[src/rtl/vai_ctl_csr_arb.sv]
// vai_ctl_csr_arb: control/status registers and MMIO response merger for the VAI mux.
// Decodes host MMIO, owns the control window, forwards other requests to the
// sub-AFU mux, and merges control read data with buffered sub-AFU responses.
// Optional feature macro: VAI_CTL_SCRATCH_EN (word 7 becomes a 64-bit scratch register).
module vai_ctl_csr_arb #(
  parameter int unsigned NUM_SUB_AFUS   = 8,
  parameter int unsigned ADDR_W         = 16,
  parameter int unsigned CTL_SPACE_W    = 10,
  parameter int unsigned RESET_HOLD     = 16,
  parameter int unsigned RSP_FIFO_DEPTH = 16
) (
  input  logic                       clk,
  input  logic                       reset,
  input  logic                       mmio_wr_valid_i,
  input  logic                       mmio_rd_valid_i,
  input  logic [ADDR_W-1:0]          mmio_addr_i,
  input  logic [8:0]                 mmio_tid_i,
  input  logic [63:0]                mmio_wdata_i,
  output logic                       fwd_wr_valid_o,
  output logic                       fwd_rd_valid_o,
  output logic [ADDR_W-1:0]          fwd_addr_o,
  output logic [8:0]                 fwd_tid_o,
  output logic [63:0]                fwd_wdata_o,
  input  logic                       sub_rsp_valid_i,
  input  logic [8:0]                 sub_rsp_tid_i,
  input  logic [63:0]                sub_rsp_data_i,
  output logic                       sub_rsp_almfull_o,
  output logic                       rsp_valid_o,
  output logic [8:0]                 rsp_tid_o,
  output logic [63:0]                rsp_data_o,
  output logic [64*NUM_SUB_AFUS-1:0] offset_flat_o,
  output logic [NUM_SUB_AFUS-1:0]    sub_afu_en_o,
  output logic [NUM_SUB_AFUS-1:0]    sub_afu_reset_o
);

  localparam int unsigned N    = NUM_SUB_AFUS;
  localparam int unsigned CW   = $clog2(RESET_HOLD + 1);
  localparam int unsigned PW   = $clog2(RSP_FIFO_DEPTH);
  localparam int unsigned RW   = 9 + 64;
  localparam logic [63:0] DFH   = 64'h1000_0100_0000_0000;
  localparam logic [63:0] ID_LO = 64'ha0a0_13a4_2113_9e6a;
  localparam logic [63:0] ID_HI = 64'hd1d3_83aa_ca4c_4c60;

  // Address decode of the incoming request
  logic       in_ctl_c, mapped_c, ctl_wr_c;
  logic [6:0] word_c;
  assign in_ctl_c = (mmio_addr_i >> CTL_SPACE_W) == '0;
  assign mapped_c = in_ctl_c && ((mmio_addr_i >> 8) == '0);
  assign word_c   = mmio_addr_i[7:1];
  assign ctl_wr_c = mmio_wr_valid_i && mapped_c;

  logic              fwd_wr_valid_q, fwd_rd_valid_q;
  logic [ADDR_W-1:0] fwd_addr_q;
  logic [8:0]        fwd_tid_q;
  logic [63:0]       fwd_wdata_q;

  // Register requests that fall outside the control window
  always_ff @(posedge clk) begin
    if (reset) begin
      fwd_wr_valid_q <= 1'b0;
      fwd_rd_valid_q <= 1'b0;
      fwd_addr_q     <= '0;
      fwd_tid_q      <= '0;
      fwd_wdata_q    <= '0;
    end else begin
      fwd_wr_valid_q <= mmio_wr_valid_i && !in_ctl_c;
      fwd_rd_valid_q <= mmio_rd_valid_i && !in_ctl_c;
      if ((mmio_wr_valid_i || mmio_rd_valid_i) && !in_ctl_c) begin
        fwd_addr_q  <= mmio_addr_i;
        fwd_tid_q   <= mmio_tid_i;
        fwd_wdata_q <= mmio_wdata_i;
      end
    end
  end

  logic       ctl_rd_q, ctl_map_q;
  logic [6:0] ctl_word_q;
  logic [8:0] ctl_tid_q;

  // First stage of a control read; data is selected from registers one cycle later
  always_ff @(posedge clk) begin
    if (reset) begin
      ctl_rd_q   <= 1'b0;
      ctl_map_q  <= 1'b0;
      ctl_word_q <= '0;
      ctl_tid_q  <= '0;
    end else begin
      ctl_rd_q   <= mmio_rd_valid_i && in_ctl_c;
      ctl_map_q  <= mapped_c;
      ctl_word_q <= word_c;
      ctl_tid_q  <= mmio_tid_i;
    end
  end

  logic [N-1:0] en_q;
  logic [63:0]  offset_q [N];
`ifdef VAI_CTL_SCRATCH_EN
  logic [63:0]  scratch_q;
`endif

  // Writable control registers
  always_ff @(posedge clk) begin
    if (reset) begin
      en_q <= '1;
      for (int i = 0; i < int'(N); i++) offset_q[i] <= '0;
`ifdef VAI_CTL_SCRATCH_EN
      scratch_q <= '0;
`endif
    end else if (ctl_wr_c) begin
      if (word_c == 7'd5) en_q <= mmio_wdata_i[N-1:0];
      for (int i = 0; i < int'(N); i++)
        if (word_c == 7'(8 + i)) offset_q[i] <= mmio_wdata_i;
`ifdef VAI_CTL_SCRATCH_EN
      if (word_c == 7'd7) scratch_q <= mmio_wdata_i;
`endif
    end
  end

  logic [CW-1:0] hold_q [N];
  logic [CW-1:0] hold_d [N];
  logic [N-1:0]  rst_q;

  // Per-sub-AFU reset hold counters; a write-1 (re)loads the full hold time
  always_comb begin
    for (int i = 0; i < int'(N); i++) begin
      hold_d[i] = hold_q[i];
      if (ctl_wr_c && word_c == 7'd3 && mmio_wdata_i[i]) hold_d[i] = CW'(RESET_HOLD);
      else if (hold_q[i] != '0)                           hold_d[i] = hold_q[i] - CW'(1);
    end
  end

  // Counter state and the registered pulse outputs
  always_ff @(posedge clk) begin
    for (int i = 0; i < int'(N); i++) begin
      if (reset) begin
        hold_q[i] <= '0;
        rst_q[i]  <= 1'b0;
      end else begin
        hold_q[i] <= hold_d[i];
        rst_q[i]  <= hold_d[i] != '0;
      end
    end
  end

  logic [63:0] ctl_rdata_c;
  logic        ovf_q, ovf_d;

  // Read data select for the control read in its second stage
  always_comb begin
    ctl_rdata_c = '1;
    if (ctl_map_q) begin
      case (ctl_word_q)
        7'd0: ctl_rdata_c = DFH;
        7'd1: ctl_rdata_c = ID_LO;
        7'd2: ctl_rdata_c = ID_HI;
        7'd3: ctl_rdata_c = 64'(rst_q);
        7'd4: ctl_rdata_c = 64'(N);
        7'd5: ctl_rdata_c = 64'(en_q);
        7'd6: ctl_rdata_c = {63'd0, ovf_q};
        7'd7: begin
`ifdef VAI_CTL_SCRATCH_EN
          ctl_rdata_c = scratch_q;
`else
          ctl_rdata_c = '1;
`endif
        end
        default: begin
          for (int i = 0; i < int'(N); i++)
            if (ctl_word_q == 7'(8 + i)) ctl_rdata_c = offset_q[i];
        end
      endcase
    end
  end

  logic [RW-1:0] fifo_mem [RSP_FIFO_DEPTH];
  logic [PW-1:0] wr_ptr_q, rd_ptr_q;
  logic [PW:0]   fcnt_q, fcnt_d;
  logic          push_c, pop_c, almfull_q;
  logic          rsp_valid_q, rsp_valid_d;
  logic [8:0]    rsp_tid_q, rsp_tid_d;
  logic [63:0]   rsp_data_q, rsp_data_d;

  // Response merge: control data wins, otherwise drain one FIFO entry
  always_comb begin
    rsp_valid_d = 1'b0;
    rsp_tid_d   = rsp_tid_q;
    rsp_data_d  = rsp_data_q;
    pop_c       = 1'b0;
    if (ctl_rd_q) begin
      rsp_valid_d = 1'b1;
      rsp_tid_d   = ctl_tid_q;
      rsp_data_d  = ctl_rdata_c;
    end else if (fcnt_q != '0) begin
      pop_c       = 1'b1;
      rsp_valid_d = 1'b1;
      {rsp_tid_d, rsp_data_d} = fifo_mem[rd_ptr_q];
    end
    push_c = sub_rsp_valid_i && ((fcnt_q != (PW+1)'(RSP_FIFO_DEPTH)) || pop_c);
    fcnt_d = fcnt_q + (PW+1)'(push_c) - (PW+1)'(pop_c);
    ovf_d  = ovf_q;
    if (ctl_rd_q && ctl_map_q && ctl_word_q == 7'd6) ovf_d = 1'b0;
    if (sub_rsp_valid_i && !push_c)                    ovf_d = 1'b1;
  end

  // FIFO storage (no reset needed on the data array)
  always_ff @(posedge clk) begin
    if (push_c) fifo_mem[wr_ptr_q] <= {sub_rsp_tid_i, sub_rsp_data_i};
  end

  // FIFO pointers, status and merged response registers
  always_ff @(posedge clk) begin
    if (reset) begin
      wr_ptr_q    <= '0;
      rd_ptr_q    <= '0;
      fcnt_q      <= '0;
      almfull_q   <= 1'b0;
      ovf_q       <= 1'b0;
      rsp_valid_q <= 1'b0;
      rsp_tid_q   <= '0;
      rsp_data_q  <= '0;
    end else begin
      if (push_c) wr_ptr_q <= wr_ptr_q + PW'(1);
      if (pop_c)  rd_ptr_q <= rd_ptr_q + PW'(1);
      fcnt_q      <= fcnt_d;
      almfull_q   <= fcnt_d >= (PW+1)'(RSP_FIFO_DEPTH - 2);
      ovf_q       <= ovf_d;
      rsp_valid_q <= rsp_valid_d;
      rsp_tid_q   <= rsp_tid_d;
      rsp_data_q  <= rsp_data_d;
    end
  end

  // Flatten offsets onto the output bus
  always_comb begin
    offset_flat_o = '0;
    for (int i = 0; i < int'(N); i++) offset_flat_o[64*i +: 64] = offset_q[i];
  end

  assign fwd_wr_valid_o    = fwd_wr_valid_q;
  assign fwd_rd_valid_o    = fwd_rd_valid_q;
  assign fwd_addr_o        = fwd_addr_q;
  assign fwd_tid_o         = fwd_tid_q;
  assign fwd_wdata_o       = fwd_wdata_q;
  assign sub_rsp_almfull_o = almfull_q;
  assign rsp_valid_o       = rsp_valid_q;
  assign rsp_tid_o         = rsp_tid_q;
  assign rsp_data_o        = rsp_data_q;
  assign sub_afu_en_o      = en_q;
  assign sub_afu_reset_o   = rst_q;

endmodule

[config.mk]
export PLATFORM = sky130hd
export DESIGN_NAME = vai_ctl_csr_arb
export DESIGN_NICKNAME = d
export VERILOG_FILES = /design/src/rtl/vai_ctl_csr_arb.sv
export SDC_FILE = /design/constraint.sdc
export NUM_CORES = 2
export LEC_CHECK = 0
export CAP_MARGIN = 10
export CORE_MARGIN = 1.5
export CORE_UTILIZATION = 38
export CTS_CLUSTER_DIAMETER = 100
export DETAILED_ROUTE_END_ITERATION = 7
export GPL_TIMING_DRIVEN = 0
export SYNTH_ARGS = -nofsm -noshare
export SYNTH_HDL_FRONTEND = slang
export SYNTH_SLANG_ARGS = --single-unit
[constraint.sdc]
create_clock -name clk -period 13 [get_ports clk]
set_clock_uncertainty 0.1 [all_clocks]
set_input_delay 2.6 -clock clk [delete_from_list [all_inputs] [get_ports clk]]
set_output_delay 2.6 -clock clk [all_outputs]
set_load 0.02 [all_outputs]
==> run metrics <==
latest clock arrival within the worst-skew pair 0.84 ns; ys async rst share 0%; Fin. Hold Viols 0; first-pass GRT wire length 431,000 um; fmax approximately 150 MHz; GRT Resource Usage Total 31.4%; Seq/Total Area, Yosys 73.3%; mux contribution to synthesized area 12.1%; endpoint type of the worst setup path register; area of the mapped netlist 75,900 sq um; DRT iter0 DRCs 6,619; CTS root buffer clkbuf_16; CP Launch Type input pin; CP required 13.45 ns; list of most frequent post-synthesis cells edfxtp_1, nor2_1, nand2_1, mux4_2, dfxtp_1; via count 51,037; simple-gate area share of the yosys netlist roughly 6%; Min Clock Period, post-route 6.49 ns; sum of negative setup slack 0 ns; peak supply drop 0.000123 V; CORE AREA 198,000 sq um; Filler cells roughly 17,000; CTS Sinks ~1,900; # rows 163; Setup Crit Path Kind in2reg; CTS Buffer Depth 3; dominant cell type by area after synthesis edfxtp_1; worst stage delay on the critical path 1.04 ns; Die Height ~450 um; Post-Synthesis Cells 4,648; worst-path cell chain clkdlybuf4s50_1 -> nor4_1 -> nor2b_1 -> nand2_1 -> clkbuf_1 -> buf_1 -> nand2_4 -> buf_16; clock slew at reported path FFs roughly 0.06 ns; max cap viols 0; type of the tightest min-delay check reg2reg; fin nets 6,026; via density per instance 5.89; Synth area leaders edfxtp_1, mux4_2, dfxtp_1, nor2_1, nand2_1; initial antenna violation count 40; post-synthesis register bit count 1,938; post-route ant nets 0; Leakage Power 32.0 nW; global route overflow 0; outcome finished clean; Worst Path Max Fanout 37; syn nets a little under 5,000; relative slew slack approximately 6.0%; top-area cell type share of the netlist area 66.5%; Post-synth EDFFs 1,680; Worst Path Arrival about 6.9 ns; Slew @ Worst Pin 1.41 ns; Initial Utilization 38.4%; Synth Area in XOR/XNOR 0.404%; CTS H-tree depth 4; final wirelength 324,000 um; synthesized area per cell 16.3 sq um; Post CTS Setup Buffer Count 0; gpl congestion 1.00; Final Util 48.8%; I/O pin total 861; Yosys cell types 68; most frequent cell after synthesis edfxtp_1; synth-to-layout area growth 27.2%; slowest CP cell buf_1; largest family of logic cells by synthesized area multiplexers; RSZ-0062 raised after global routing false; post-synthesis compound-gate area fraction between 5 and 6%; die extent in x 450 um; vias in the first global route between 40,000 and 50,000; Multi-input gate area 18,800 sq um; yosys synthesis warning count 0; largest net degree at the start of global routing 47; number of CTS-inserted buffers between 150 and 200; share of layout cells above drive strength 1 15.2%; post-CTS sizing 0; Hold Buf Count CTS 0; die area 202,000 sq um; Port Buffers 858; final slew viol count 0; top_reg_cell synth edfxtp_1; DR WL/cell 37.5 um; Tcrit/Tclk final 49.9%; register area 55,600 sq um; # DRC 0; Post-Synth Adder-Cell Area less than 1%; hpwl dp approximately 240,000 um; Final setup viols 0; CTS tree built; Power Density ~180 nW/um^2; 1st-pass router iterations 8
-- cell families after synthesis --
group                    Yosys count
XOR/XNOR                          35
AO/OA/AOI/OAI                    675
adder cells (fa/ha/maj)           20
AND/OR/NAND/NOR                 1108
buffers and inverters            397
multiplexers                     475
flip-flops                      1938
-- final timing paths --
kind / start / end / slack (ns) / depth (start not counted)
worst min-delay path: fwd_wdata_o[39] / fwd_wdata_o[39] / 0.35 / 2
worst max register to register: fcnt_q[2] / sub_rsp_almfull_o / 8.64 / 15
worst max-delay path: mmio_addr_i[1] / offset_q[0][15] / 6.51 / 8
worst min register to register: fwd_wdata_o[39] / fwd_wdata_o[39] / 0.35 / 2
-- state kept, by name, summed over array words and instances (netlist names), named ones only --
name	flops
ctl_map_q	1
ctl_rd_q	1
ctl_tid_q	9
ctl_word_q	7
fcnt_q	5
fifo_mem	1168
fwd_addr_o	16
fwd_rd_valid_o	1
fwd_tid_o	9
fwd_wdata_o	64
fwd_wr_valid_o	1
hold_q	40
offset_q	512
ovf_q	1
rd_ptr_q	4
rsp_data_o	64
rsp_tid_o	9
rsp_valid_o	1
sub_afu_en_o	8
sub_afu_reset_o	8
sub_rsp_almfull_o	1
wr_ptr_q	4
-- layout make-up --
cell class	instances	area share, %
timing repair buffer	992	11.1
inverter	106	0.412
antenna	14	0.0363
multi-input combinational	2313	19.5
clock buffer	279	5.65
tap	2640	3.42
clock inverter	88	0.959
buffer	291	1.31
sequential	1938	57.6
-- critical path: cells and delay by family --
kind          cells  cell delay [ns]
simple gates      4             1.17
buf+inv           4             3.10
-- placed cells by master, fill, tap and decap left out, types with 27 or more instances in the layout --
cell type / count
clkdlybuf4s50_1: 858
mux4_2: 348
buf_12: 38
dfxtp_1: 258
a211oi_1: 31
buf_2: 56
a2bb2oi_1: 30
clkinv_2: 28
o22ai_1: 96
inv_1: 103
buf_1: 43
clkinv_1: 28
o21ai_0: 59
o211ai_1: 52
nor3_1: 33
nor2b_1: 28
buf_4: 27
nand3_1: 31
clkbuf_1: 233
nand2_1: 388
o221ai_1: 51
clkbuf_16: 203
nor2_1: 517
edfxtp_1: 1680
buf_8: 30
a21oi_1: 253
buf_6: 41
mux2_2: 36
mux2i_1: 91
-- metal layers --
metal / track usage, % / part of all wire [%] / vias to the layer above
met5: 0 / 0.071 / -
met4: 23.2 / 8.9 / 38
met3: 7.15 / 9.4 / 841
met2: 49.5 / 46 / 3431
met1: 37.9 / 35 / 26313
li1: - / - / 20414
-- power breakdown --
group,total [W],switching [W],internal (W)
logic,0.00410,0.00240,0.00170
registers,0.00740,0.000298,0.00710
clock network,0.00571,0.00245,0.00326
-- through the flow --
step	power, W	hold WS, ns	area (sq um)	std cells	setup WS, ns
3_3_place_gp	0.0116	0.341	87800	8146	-6.32
2_1_floorplan	0.00972	0.338	75900	4648	2.48
6_report	0.0172	0.354	96500	8661	6.51
4_1_cts	0.0172	0.355	96400	8642	6.69
5_1_grt	0.0177	0.370	96500	8653	6.44
3_5_place_dp	0.0116	0.347	90000	8275	5.80
Power figures use the tool's default switching activity.
